$ cat src/rtl/build_info_tx.sv
// Build-identity transmitter: snapshots core_id/commit_id/dirty on req and streams them as a byte frame.
// Optional trailing XOR checksum byte enabled by defining BUILD_INFO_TX_CSUM_EN.
module build_info_tx #(
  parameter logic [7:0] HEADER = 8'hA5
) (
  input  logic        clk,
  input  logic        rst_n,
  input  logic        req,
  input  logic [31:0] core_id,
  input  logic [39:0] commit_id,
  input  logic        dirty,
  output logic        tx_valid,
  output logic [7:0]  tx_data,
  output logic        tx_last,
  input  logic        tx_ready,
  output logic        busy,
  output logic        done,
  output logic        req_drop
);

  localparam int DATA_LEN = 11;
`ifdef BUILD_INFO_TX_CSUM_EN
  localparam int FRAME_LEN = DATA_LEN + 1;
`else
  localparam int FRAME_LEN = DATA_LEN;
`endif
  localparam logic [3:0] LAST_IDX  = 4'(FRAME_LEN - 1);
  localparam logic [3:0] FRAME_CNT = 4'(FRAME_LEN);

  typedef enum logic {
    IDLE,
    SEND
  } state_t;

  state_t      state_q;
  logic [3:0]  idx_q;
  logic [3:0]  idx_d;
  logic [31:0] core_q;
  logic [39:0] commit_q;
  logic        dirty_q;
  logic        tx_valid_q;
  logic [7:0]  tx_data_q;
  logic [7:0]  data_d;
  logic        tx_last_q;
  logic        done_q;
  logic        req_drop_q;

  // Frame content is derived only from the shadow registers, never the live inputs.
  logic [8*DATA_LEN-1:0] data_vec;
  logic [7:0]            byte_tbl [FRAME_LEN];

  assign data_vec = {HEADER, core_q, commit_q, 7'b0, dirty_q};

  generate
    for (genvar gi = 0; gi < DATA_LEN; gi++) begin : g_bytes
      assign byte_tbl[gi] = data_vec[8*(DATA_LEN-1-gi) +: 8];
    end
  endgenerate

`ifdef BUILD_INFO_TX_CSUM_EN
  logic [7:0] csum;

  always_comb begin
    csum = 8'h00;
    for (int k = 0; k < DATA_LEN; k++) begin
      csum = csum ^ data_vec[8*k +: 8];
    end
  end

  assign byte_tbl[DATA_LEN] = csum;
`endif

  assign idx_d = idx_q + 4'd1;

  always_comb begin
    data_d = 8'h00;
    if (idx_d < FRAME_CNT) begin
      data_d = byte_tbl[idx_d];
    end
  end

  always_ff @(posedge clk or negedge rst_n) begin
    if (!rst_n) begin
      state_q    <= IDLE;
      idx_q      <= 4'd0;
      core_q     <= 32'h0;
      commit_q   <= 40'h0;
      dirty_q    <= 1'b0;
      tx_valid_q <= 1'b0;
      tx_data_q  <= 8'h00;
      tx_last_q  <= 1'b0;
      done_q     <= 1'b0;
      req_drop_q <= 1'b0;
    end else begin
      done_q <= 1'b0;
      case (state_q)
        IDLE: begin
          if (req) begin
            core_q     <= core_id;
            commit_q   <= commit_id;
            dirty_q    <= dirty;
            idx_q      <= 4'd0;
            tx_valid_q <= 1'b1;
            tx_data_q  <= HEADER;
            tx_last_q  <= 1'b0;
            req_drop_q <= 1'b0;
            state_q    <= SEND;
          end
        end
        SEND: begin
          if (req) begin
            req_drop_q <= 1'b1;
          end
          // tx_valid is always high here, so tx_ready alone is the handshake.
          if (tx_ready) begin
            if (idx_q == LAST_IDX) begin
              state_q    <= IDLE;
              tx_valid_q <= 1'b0;
              tx_data_q  <= 8'h00;
              tx_last_q  <= 1'b0;
              done_q     <= 1'b1;
            end else begin
              idx_q     <= idx_d;
              tx_data_q <= data_d;
              tx_last_q <= (idx_d == LAST_IDX);
            end
          end
        end
        default: state_q <= IDLE;
      endcase
    end
  end

  assign tx_valid = tx_valid_q;
  assign tx_data  = tx_data_q;
  assign tx_last  = tx_last_q;
  assign busy     = (state_q == SEND);
  assign done     = done_q;
  assign req_drop = req_drop_q;

endmodule

$ cat config.mk
export PLATFORM = sky130hd
export DESIGN_NAME = build_info_tx
export DESIGN_NICKNAME = d
export VERILOG_FILES = /design/src/rtl/build_info_tx.sv
export SDC_FILE = /design/constraint.sdc
export NUM_CORES = 1
export LEC_CHECK = 0
export BUFFER_PORTS_ARGS = -buffer_cell sky130_fd_sc_hd__buf_2
export CORE_UTILIZATION = 49
export DETAILED_ROUTE_END_ITERATION = 12
export GPL_TIMING_DRIVEN = 0
export PLACE_DENSITY = 0.85
export SYNTH_ARGS = -nofsm -noshare
export SYNTH_HDL_FRONTEND = slang
export SYNTH_SLANG_ARGS = --single-unit
$ cat constraint.sdc
create_clock -name clk -period 2.2 [get_ports clk]
set_input_delay 0.44 -clock clk [delete_from_list [all_inputs] [get_ports clk]]
set_output_delay 0.44 -clock clk [all_outputs]
set_load 0.01 [all_outputs]
---- After elaboration in Yosys (flattened, before gate mapping) ----
Index checks and enable logic that the tools add are counted.
storage, ports and cells
  bits in registers ....................... 90
  bits in latches ......................... 0
  bits in writable memories ............... 0
  memory bits (read-only) ................. 0
  input bits .............................. 77
  output and inout port bits .............. 13
  logic and storage cells ................. 55
  memories kept ........................... 0
cells by class
  add/subtract/negate cells ............... 1
  multiply operators ...................... 0
  div/mod/pow operators ................... 0
  magnitude comparators ................... 2
  equality and inequality tests ........... 7
  shift-type cells ........................ 0
  mux-type cells .......................... 28
  bitwise operators ....................... 2
  reduce and logical (&&, ||, !) cells .... 5
operators with widths
  operator                                                   count
  two-way mux 8 bit                                          6
  binary-select mux 8 bit (select 4 bit)                     1
  case mux 8 bit (2 select lines)                            1
  two-way mux 1 bit                                          12
  two-way mux 4 bit                                          3
  equality test 4 bit (second input constant)                2
  != test 2 bit (second input constant)                      4
  case mux 1 bit (2 select lines)                            4
  case mux 4 bit (2 select lines)                            1
  AND reduction 2 bit                                        3
  AND reduction 3 bit                                        2
  greater-or-equal comparator 5 bit (second input constant)  1
  inverter 4 -> 5 bit                                        1
  adder 4 x 1 -> 4 bit (second input constant)               1
  less-than comparator 4 bit (second input constant)         1
  != test 2 x 1 -> 1 bit (second input constant)             1
  inverter 1 bit                                             1

---- Depth between registers and ports, before layout ----
Gate-level depths: netlist (run 1).
  depth in word-level cells ............... 9
  gate-level depth with buffers ........... 10
  gate-level depth less buffers ........... 6

---- Worst setup path before layout (run 1) ----
Ideal clock, no wire load.
  path type ............................... reg-to-reg
  from .................................... reg idx_q[0]
  to ...................................... reg tx_data_q[2] (netlist: tx_data[2])
  library setup time ...................... 0.135 ns
  arrival time ............................ 2.202 ns
  data required time ...................... 2.065 ns
  path slack .............................. -0.136 ns
  cell stages (with the launch flop) ...... 10
  buffers on the path ..................... 3
  period minus slack after synthesis ...... 2.336 ns
  cell sequence ........................... dfrtp_1 -> buf_6 -> buf_2 -> inv_1 -> ha_1 -> buf_4 -> mux2_2 -> o221a_2 -> o211ai_1 -> o211ai_1
between the ends
  longest elaborated chain between the ends .. 9
  elaborated cells on any way between the ends .. 11
  classes of those cells .................. add/sub: 1; order compare: 1; eq/ne: 1; mux: 7; bitwise: 1
ends and longest elaborated chain
  item                                                  line  source
  from (decl)                                           36    logic [3:0] idx_q;
  from (signal assigned)                                123   idx_q <= idx_d;
  adder 4 x 1 -> 4 bit                                  73    assign idx_d = idx_q + 4'd1;
  inverter 4 -> 5 bit (implied by the code)             78    data_d = byte_tbl[idx_d];
  binary-select mux 8 bit (select 4 bit)                78
  two-way mux 8 bit (implied by the code) (2 in a row)  78
  two-way mux 8 bit                                     77    if (idx_d < FRAME_CNT) begin
  two-way mux 8 bit (*)                                 116   if (idx_q == LAST_IDX) begin
  two-way mux 8 bit (*)                                 115   if (tx_ready) begin
  case mux 8 bit (2 select lines) (*)                   96    case (state_q)
  to (signal assigned)                                  124   tx_data_q <= data_d;
  to (decl)                                             42    logic [7:0] tx_data_q;
Every way passes the cells marked *; elsewhere a longest branch is shown, timed or not. The select of a mux whose other input is x is not followed.
A chain may end at the register's enable or synchronous reset.

---- Worst setup path after layout (run 1) ----
  from .................................... reg idx_q[0]
  to ...................................... reg tx_data_q[7] (netlist: tx_data[7])
The elaborated chain is that of the path after synthesis.

==> reports/qor.txt, run 1 <==
Status - finished, final reports clean
Dpl hpwl - 7.51 mm
# fillers - 685
Port bufs - 89
Post-synth EDFFs - 0
RD Place Congestion - 0.843
Final WL - 10.5 mm
Leakage - 2.68 nW
Mean Syn Cell Area - 9.30 um^2
Critical Path Start Type - flip-flop
H-tree Lvls - 3
CTS tree - yes
Maximum capacitance violations - 0
Layout cells sized above 1 - 26.3%
Most numerous cell in the Yosys netlist - nand2_1
Post-synth top cells - 220 x nand2_1, 90 x dfrtp_1, 16 x o21ai_0, 12 x mux2i_1
Largest net degree at the start of global routing - 67
Final setup vio count - 0
Number of CTS-inserted buffers - 9
HP Start - core_id[10]
Fmax - 0.461 GHz
Post-Synthesis Cells - 452
Yosys Warn Count - 0
Synth area leaders - dfrtp_1 54%, nand2_1 20%, mux2i_1 2.9%, mux4_2 2.7%, o21ai_0 1.9%
Worst-Margin Slew - 0.586 ns
Clock sink count - 90
Post-Syn Nets - 532
Mapped Area - 4200 um^2
CP Data Arrival Time - 2.39 ns
Relative max-transition margin - 60.9%
Final setup margin - 0.0322 ns
DRT iter0 DRCs - 359
Starting Density - 50.9%
Via count - 3569
First-pass GRT wire length - 16.9 mm
CTS clk-pin slew, worst paths - 0.09 ns
Hold crit path type - input pin to flip-flop
Io pins - 90
Via/cell ratio - 5.34
Core Area - 8260 um^2
Gr usage total - 25.2%
Worst Setup SP - idx_q[0]$_DFFE_PN0P_
Placement Rows - 33
Placed cells - 647
R2R Setup Slk - 0.03 ns
Nets - 638
Worst-path fanout max - 11
Unrepaired setup endpoints after global routing - false
Final min period - 2.17 ns
Seq/Total Area, Yosys - 53.6%
IR drop worst, VDD - 628 uV
#FFs+latches synth - 90
Initial antenna violation count - 0
Number of global-route vias before repair - 3580
# diodes - 0
Synth async-reset ratio - 100%
Clock latency on the worst-skew pair - 0.35 ns
Top cell type's share of synthesized area - 53.6%
Yosys top cell by area - dfrtp_1
Place WS - -0.484 ns
Max clock buf depth - 2
Total grt overflow - 0
Root Driver - clkbuf_8
Drt first pass iters - 5
Wire per inst - 15.7 um
Yosys cell types - 39
Area Overhead vs Synth - 21.9%
Tcrit/Tclk final - 98.5%
Worst EP required - 2.43 ns
Routed Antenna Nets - 0
Max-slew violation count - 0
Die width - 94.6 um
Worst Skew - 0.0118 ns
Final Non-Filler Cells - 668
Reg-to-reg startpoint - idx_q[0]$_DFFE_PN0P_
CP endpoint kind - flip-flop
Crit Path Category - flip-flop to flip-flop
Residual DRC - 0
Final hold violation count - 0
Top FF cell, synth - dfrtp_1
Pwr/cell area - 1420 nW/um^2
Chip Height - 94.6 um
Die ar. - 8950 um^2
## worst max-delay path, stage by stage, from the launching register on
cell and delay [ns]:
dfrtp_2 0.40, buf_12 0.15, inv_1 0.08, ha_4 0.30, buf_8 0.13, mux2_2 0.34, o221a_2 0.24, o211ai_1 0.27
o211ai_1 0.13
## layer usage
metal / vias to the layer above / wire length (um) / part of all wire, % / GRT usage, %
met2: 139 / 5080 / 48 / 40.0
met4: 0 / 294 / 2.8 / 11.9
met3: 21 / 599 / 5.7 / 4.19
met5: - / 0 / 0 / 0
met1: 1714 / 4550 / 43 / 33.7
li1: 1695 / - / - / -
## path summary, 6_finish.rpt
path / endpoint / cells past startpoint
max reg2reg: tx_data[7]$_DFFE_PN0P_ / 8
max in group asynchronous: idx_q[0]$_DFFE_PN0P_ / 3
max: tx_data[7]$_DFFE_PN0P_ / 8
min: core_q[10]$_DFFE_PN0P_ / 3
min reg2reg: commit_q[31]$_DFFE_PN0P_ / 2
min in group asynchronous: commit_q[11]$_DFFE_PN0P_ / 2
## cell usage in the layout (no fill, tap or decap), types with 4 or more instances in the layout
| master | synthesis | final |
|---|---|---|
| buf_2 | 11 | 97 |
| buf_4 | 2 | 8 |
| clkbuf_1 | 10 | 11 |
| clkbuf_8 | 0 | 9 |
| dfrtp_1 | 90 | 89 |
| inv_1 | 11 | 11 |
| mux2_2 | 5 | 5 |
| mux2i_1 | 12 | 11 |
| mux4_2 | 5 | 5 |
| nand2_1 | 220 | 220 |
| nor2_1 | 6 | 6 |
| nor2b_1 | 5 | 5 |
| o211ai_1 | 9 | 9 |
| o21ai_0 | 16 | 15 |
| o221a_2 | 4 | 4 |
| o221ai_1 | 4 | 4 |
## layout make-up
cell class	instances	area (um^2)	share of cell area, %
clock inverters	5	78.8	1.54
clock buffers	11	131	2.56
repair buffers	97	531	10.4
well taps	105	131	2.56
plain buffers	25	144	2.81
multi-input cells	324	1810	35.4
flip-flops and latches	90	2250	44.0
inverters	11	41.3	0.806
## through the flow
stage	setup TNS, ns	utilization [%]	hold WS, ns	total power, W	instance area [um^2]
floorplan	0	-	0.144	0.00484	4210
global placement	-7.50	58.0	0.452	0.00558	4790
detailed placement	-3.32	58.3	0.373	0.00574	4820
finish	0	62.0	0.267	0.00729	5120
global route	0	62.0	0.276	0.00771	5120
CTS	0	62.0	0.268	0.00718	5120
## report_power, final
| part | switching, W | internal (W) |
|---|---|---|
| registers | 0.000435 | 0.00238 |
| logic | 0.00168 | 0.00157 |
| clock network | 0.000578 | 0.000640 |
## cells by family (layout without fill, tap and decap cells)
kind of cell | after synthesis | in the layout | share of synthesized area (%)
compound gates | 51 | 51 | 8.96
fa+ha+maj | 3 | 3 | 0.893
buf+inv | 38 | 149 | 4.08
flops | 90 | 90 | 53.6
mux | 25 | 25 | 8.75
simple gates | 243 | 243 | 23.0
xor+xnor | 2 | 2 | 0.774
## state kept, by name, indices dropped and copies added (netlist names)
| register | flops |
|---|---|
| idx_q | 4 |
| commit_q | 40 |
| tx_last | 1 |
| tx_data | 8 |
| core_q | 32 |
| dirty_q | 1 |
| busy | 1 |
| done | 1 |
| tx_valid | 1 |
| req_drop | 1 |
## timing repair
item	in CTS	in global routing
hold buffers	1	0
buffers inserted	4	2
pin swaps	2	5
endpoints found under the hold margin	15	0
setup endpoints to repair	8	8
gates resized for setup	9	4
Power figures use the tool's default switching activity.
==> inputs of run 2 (changes only) <==
--- a/config.mk
+++ b/config.mk
@@ -6,10 +6,10 @@
 export NUM_CORES = 1
 export LEC_CHECK = 0
 export BUFFER_PORTS_ARGS = -buffer_cell sky130_fd_sc_hd__buf_2
-export CORE_UTILIZATION = 49
+export CORE_UTILIZATION = 45
 export DETAILED_ROUTE_END_ITERATION = 12
 export GPL_TIMING_DRIVEN = 0
-export PLACE_DENSITY = 0.85
+export PLACE_DENSITY = 0.8
 export SYNTH_ARGS = -nofsm -noshare
 export SYNTH_HDL_FRONTEND = slang
 export SYNTH_SLANG_ARGS = --single-unit
==> reports/qor.txt, run 2 (synthesized netlist as in run 1, its figures left out) <==
Unrepaired setup endpoints after global routing - true
Largest register FFs - 40 (unchanged)
Worst Skew - 0.00686 ns (-0.00499 ns)
# fillers - 740 (+8.0%)
Area of the multi-input gates - 1830 um^2 (+1.2%)
Via/cell ratio - 5.35 (+0.15%)
Routed Antenna Nets - 0 (unchanged)
Tcrit/Tclk final - 99.2% (+0.70 points)
Starting Density - 47.3% (-3.6 points)
Most flop-heavy register - commit_q
Area Overhead vs Synth - 23.6%
Place WS - -0.507 ns (-0.0236 ns)
Number of global-route vias before repair - 3669 (+2.5%)
Status - finished, final reports clean
Layout cells sized above 1 - 28.2% (+1.9 points)
Gr usage total - 23.4% (-1.8 points)
Clock latency on the worst-skew pair - 0.37 ns (+0.02 ns)
Commonest cells after routing, fill and taps aside - 220 x nand2_1, 97 x buf_2, 89 x dfrtp_1
Fmax - 0.458 GHz (-0.70%)
Pwr/cell area - 1450 nW/um^2 (+2.0%)
Total grt overflow - 0 (unchanged)
Crit Path Category - flip-flop to flip-flop
Final hold violation count - 0 (unchanged)
Max clock buf depth - 2 (unchanged)
Die ar. - 9730 um^2 (+8.7%)
Layout Utilization - 58.4% (-3.6 points)
IR drop worst, VDD - 693 uV (+10%)
Residual DRC - 0 (unchanged)
Chip Height - 98.6 um (+4.3%)
# diodes - 0 (unchanged)
Wire per inst - 15.7 um (-0.31%)
Core Area - 8890 um^2 (+7.7%)
Worst EP required - 2.44 ns (about the same)
Initial antenna violation count - 0 (unchanged)
Drt first pass iters - 5 (unchanged)
Final setup vio count - 0 (unchanged)
First-pass GRT wire length - 17.6 mm (+3.9%)
H-tree Lvls - 3 (unchanged)
Final setup margin - 0.0169 ns (-0.0153 ns)
CTS clk-pin slew, worst paths - 0.09 ns (about the same)
Port bufs - 89 (unchanged)
Die width - 98.6 um (+4.3%)
Area taken by flip-flops and latches - 2250 um^2 (unchanged)
Worst-path fanout max - 7 (-4)
Io pins - 90 (unchanged)
Final WL - 10.6 mm (+0.88%)
Relative max-transition margin - 61.2% (+0.31 points)
CTS tree - yes
Final min period - 2.18 ns (+0.0153 ns)
Via count - 3617 (+1.3%)
Tot Pwr - 0.00754 W (+3.5%)
CP endpoint kind - flip-flop
RD Place Congestion - 0.807 (-4.3%)
Root Driver - clkbuf_8
Maximum capacitance violations - 0 (unchanged)
Max-slew violation count - 0 (unchanged)
Number of CTS-inserted buffers - 9 (unchanged)
Leakage - 2.69 nW (+0.68%)
CP Data Arrival Time - 2.42 ns (+0.03 ns)
Hold crit path type - input pin to asynchronous set/reset pin
Clock sink count - 90 (unchanged)
Nets - 643 (+0.78%)
WHS - 0.0603 ns (-0.207 ns)
Largest net degree at the start of global routing - 47 (-30%)
Most common cell after layout, fill and taps aside - nand2_1
Placement Rows - 34 (+3.0%)
Worst-Margin Slew - 0.582 ns (-0.00468 ns)
Dpl hpwl - 7.46 mm (-0.64%)
DRT iter0 DRCs - 263 (-27%)
Critical Path Start Type - flip-flop
==> run 2: cell count changes in the layout (fill, tap and decap cells not counted), moves of 2 or more <==
cell / previous run / this run
buf_4: 8 / 11
buf_6: 1 / 3
inv_6: 0 / 3
o221ai_2: 1 / 3
o221ai_1: 4 / 2
==> run 2: worst max-delay path, stage by stage (launching register included) <==
cell      delay, ns
dfrtp_2        0.41
buf_8          0.11
buf_12         0.09
inv_4          0.03
ha_4           0.27
buf_6          0.13
mux2_2         0.34
o221a_2        0.26
o211ai_1       0.28
o211ai_1       0.14
==> run 2: layer usage <==
metal / vias up / track usage, % / routed length, um
met5: - / 0 / 0
met2: 153 / 38.5 / 5010
met1: 1716 / 29.4 / 4500
li1: 1704 / - / -
met4: 0 / 13.3 / 458
met3: 44 / 4.04 / 637
==> run 2: what timing repair did <==
item,CTS,global route
hold buffers,0,0
gates resized for setup,8,10
hold endpoints to repair,0,0
endpoints found under the setup margin,8,6
pin swaps,2,5
buffers inserted,6,4
==> run 2: final cells by class <==
type	count	share of cell area (%)
inverter	11	0.843
sequential	90	43.4
tap	108	2.60
timing repair buffer	100	10.5
multi-input combinational	324	35.3
buffer	27	3.06
clock buffer	9	2.38
clock inverter	7	1.90
==> run 2: metrics by stage <==
step | std cells | TNS [ns] | area (um^2)
finish | 676 | 0 | 5190
global route | 676 | -0.0370 | 5190
CTS | 672 | 0 | 5130
detailed placement | 650 | -3.22 | 4810
global placement | 649 | -7.23 | 4790
floorplan | 452 | 0 | 4210
==> run 2: worst paths after layout <==
kind,start,cells past startpoint,slack (ns),to
worst max-delay path,idx_q[0]$_DFFE_PN0P_,9,0.02,tx_data[2]$_DFFE_PN0P_
worst min-delay path,rst_n,1,0.06,commit_q[20]$_DFFE_PN0P_
worst max register to register,idx_q[0]$_DFFE_PN0P_,9,0.02,tx_data[2]$_DFFE_PN0P_
worst min register to register,core_q[5]$_DFFE_PN0P_,2,0.47,core_q[5]$_DFFE_PN0P_
max in group asynchronous,rst_n,2,1.50,idx_q[0]$_DFFE_PN0P_
min in group clk,core_id[29],3,0.25,core_q[29]$_DFFE_PN0P_
==> run 2: power by group <==
part | leakage (nW) | internal (W) | switching (W) | total (W)
Clock | 0.111 | 0.000650 | 0.000632 | 0.00128
Combinational | 1.46 | 0.00170 | 0.00173 | 0.00343
Sequential | 1.12 | 0.00238 | 0.000447 | 0.00283
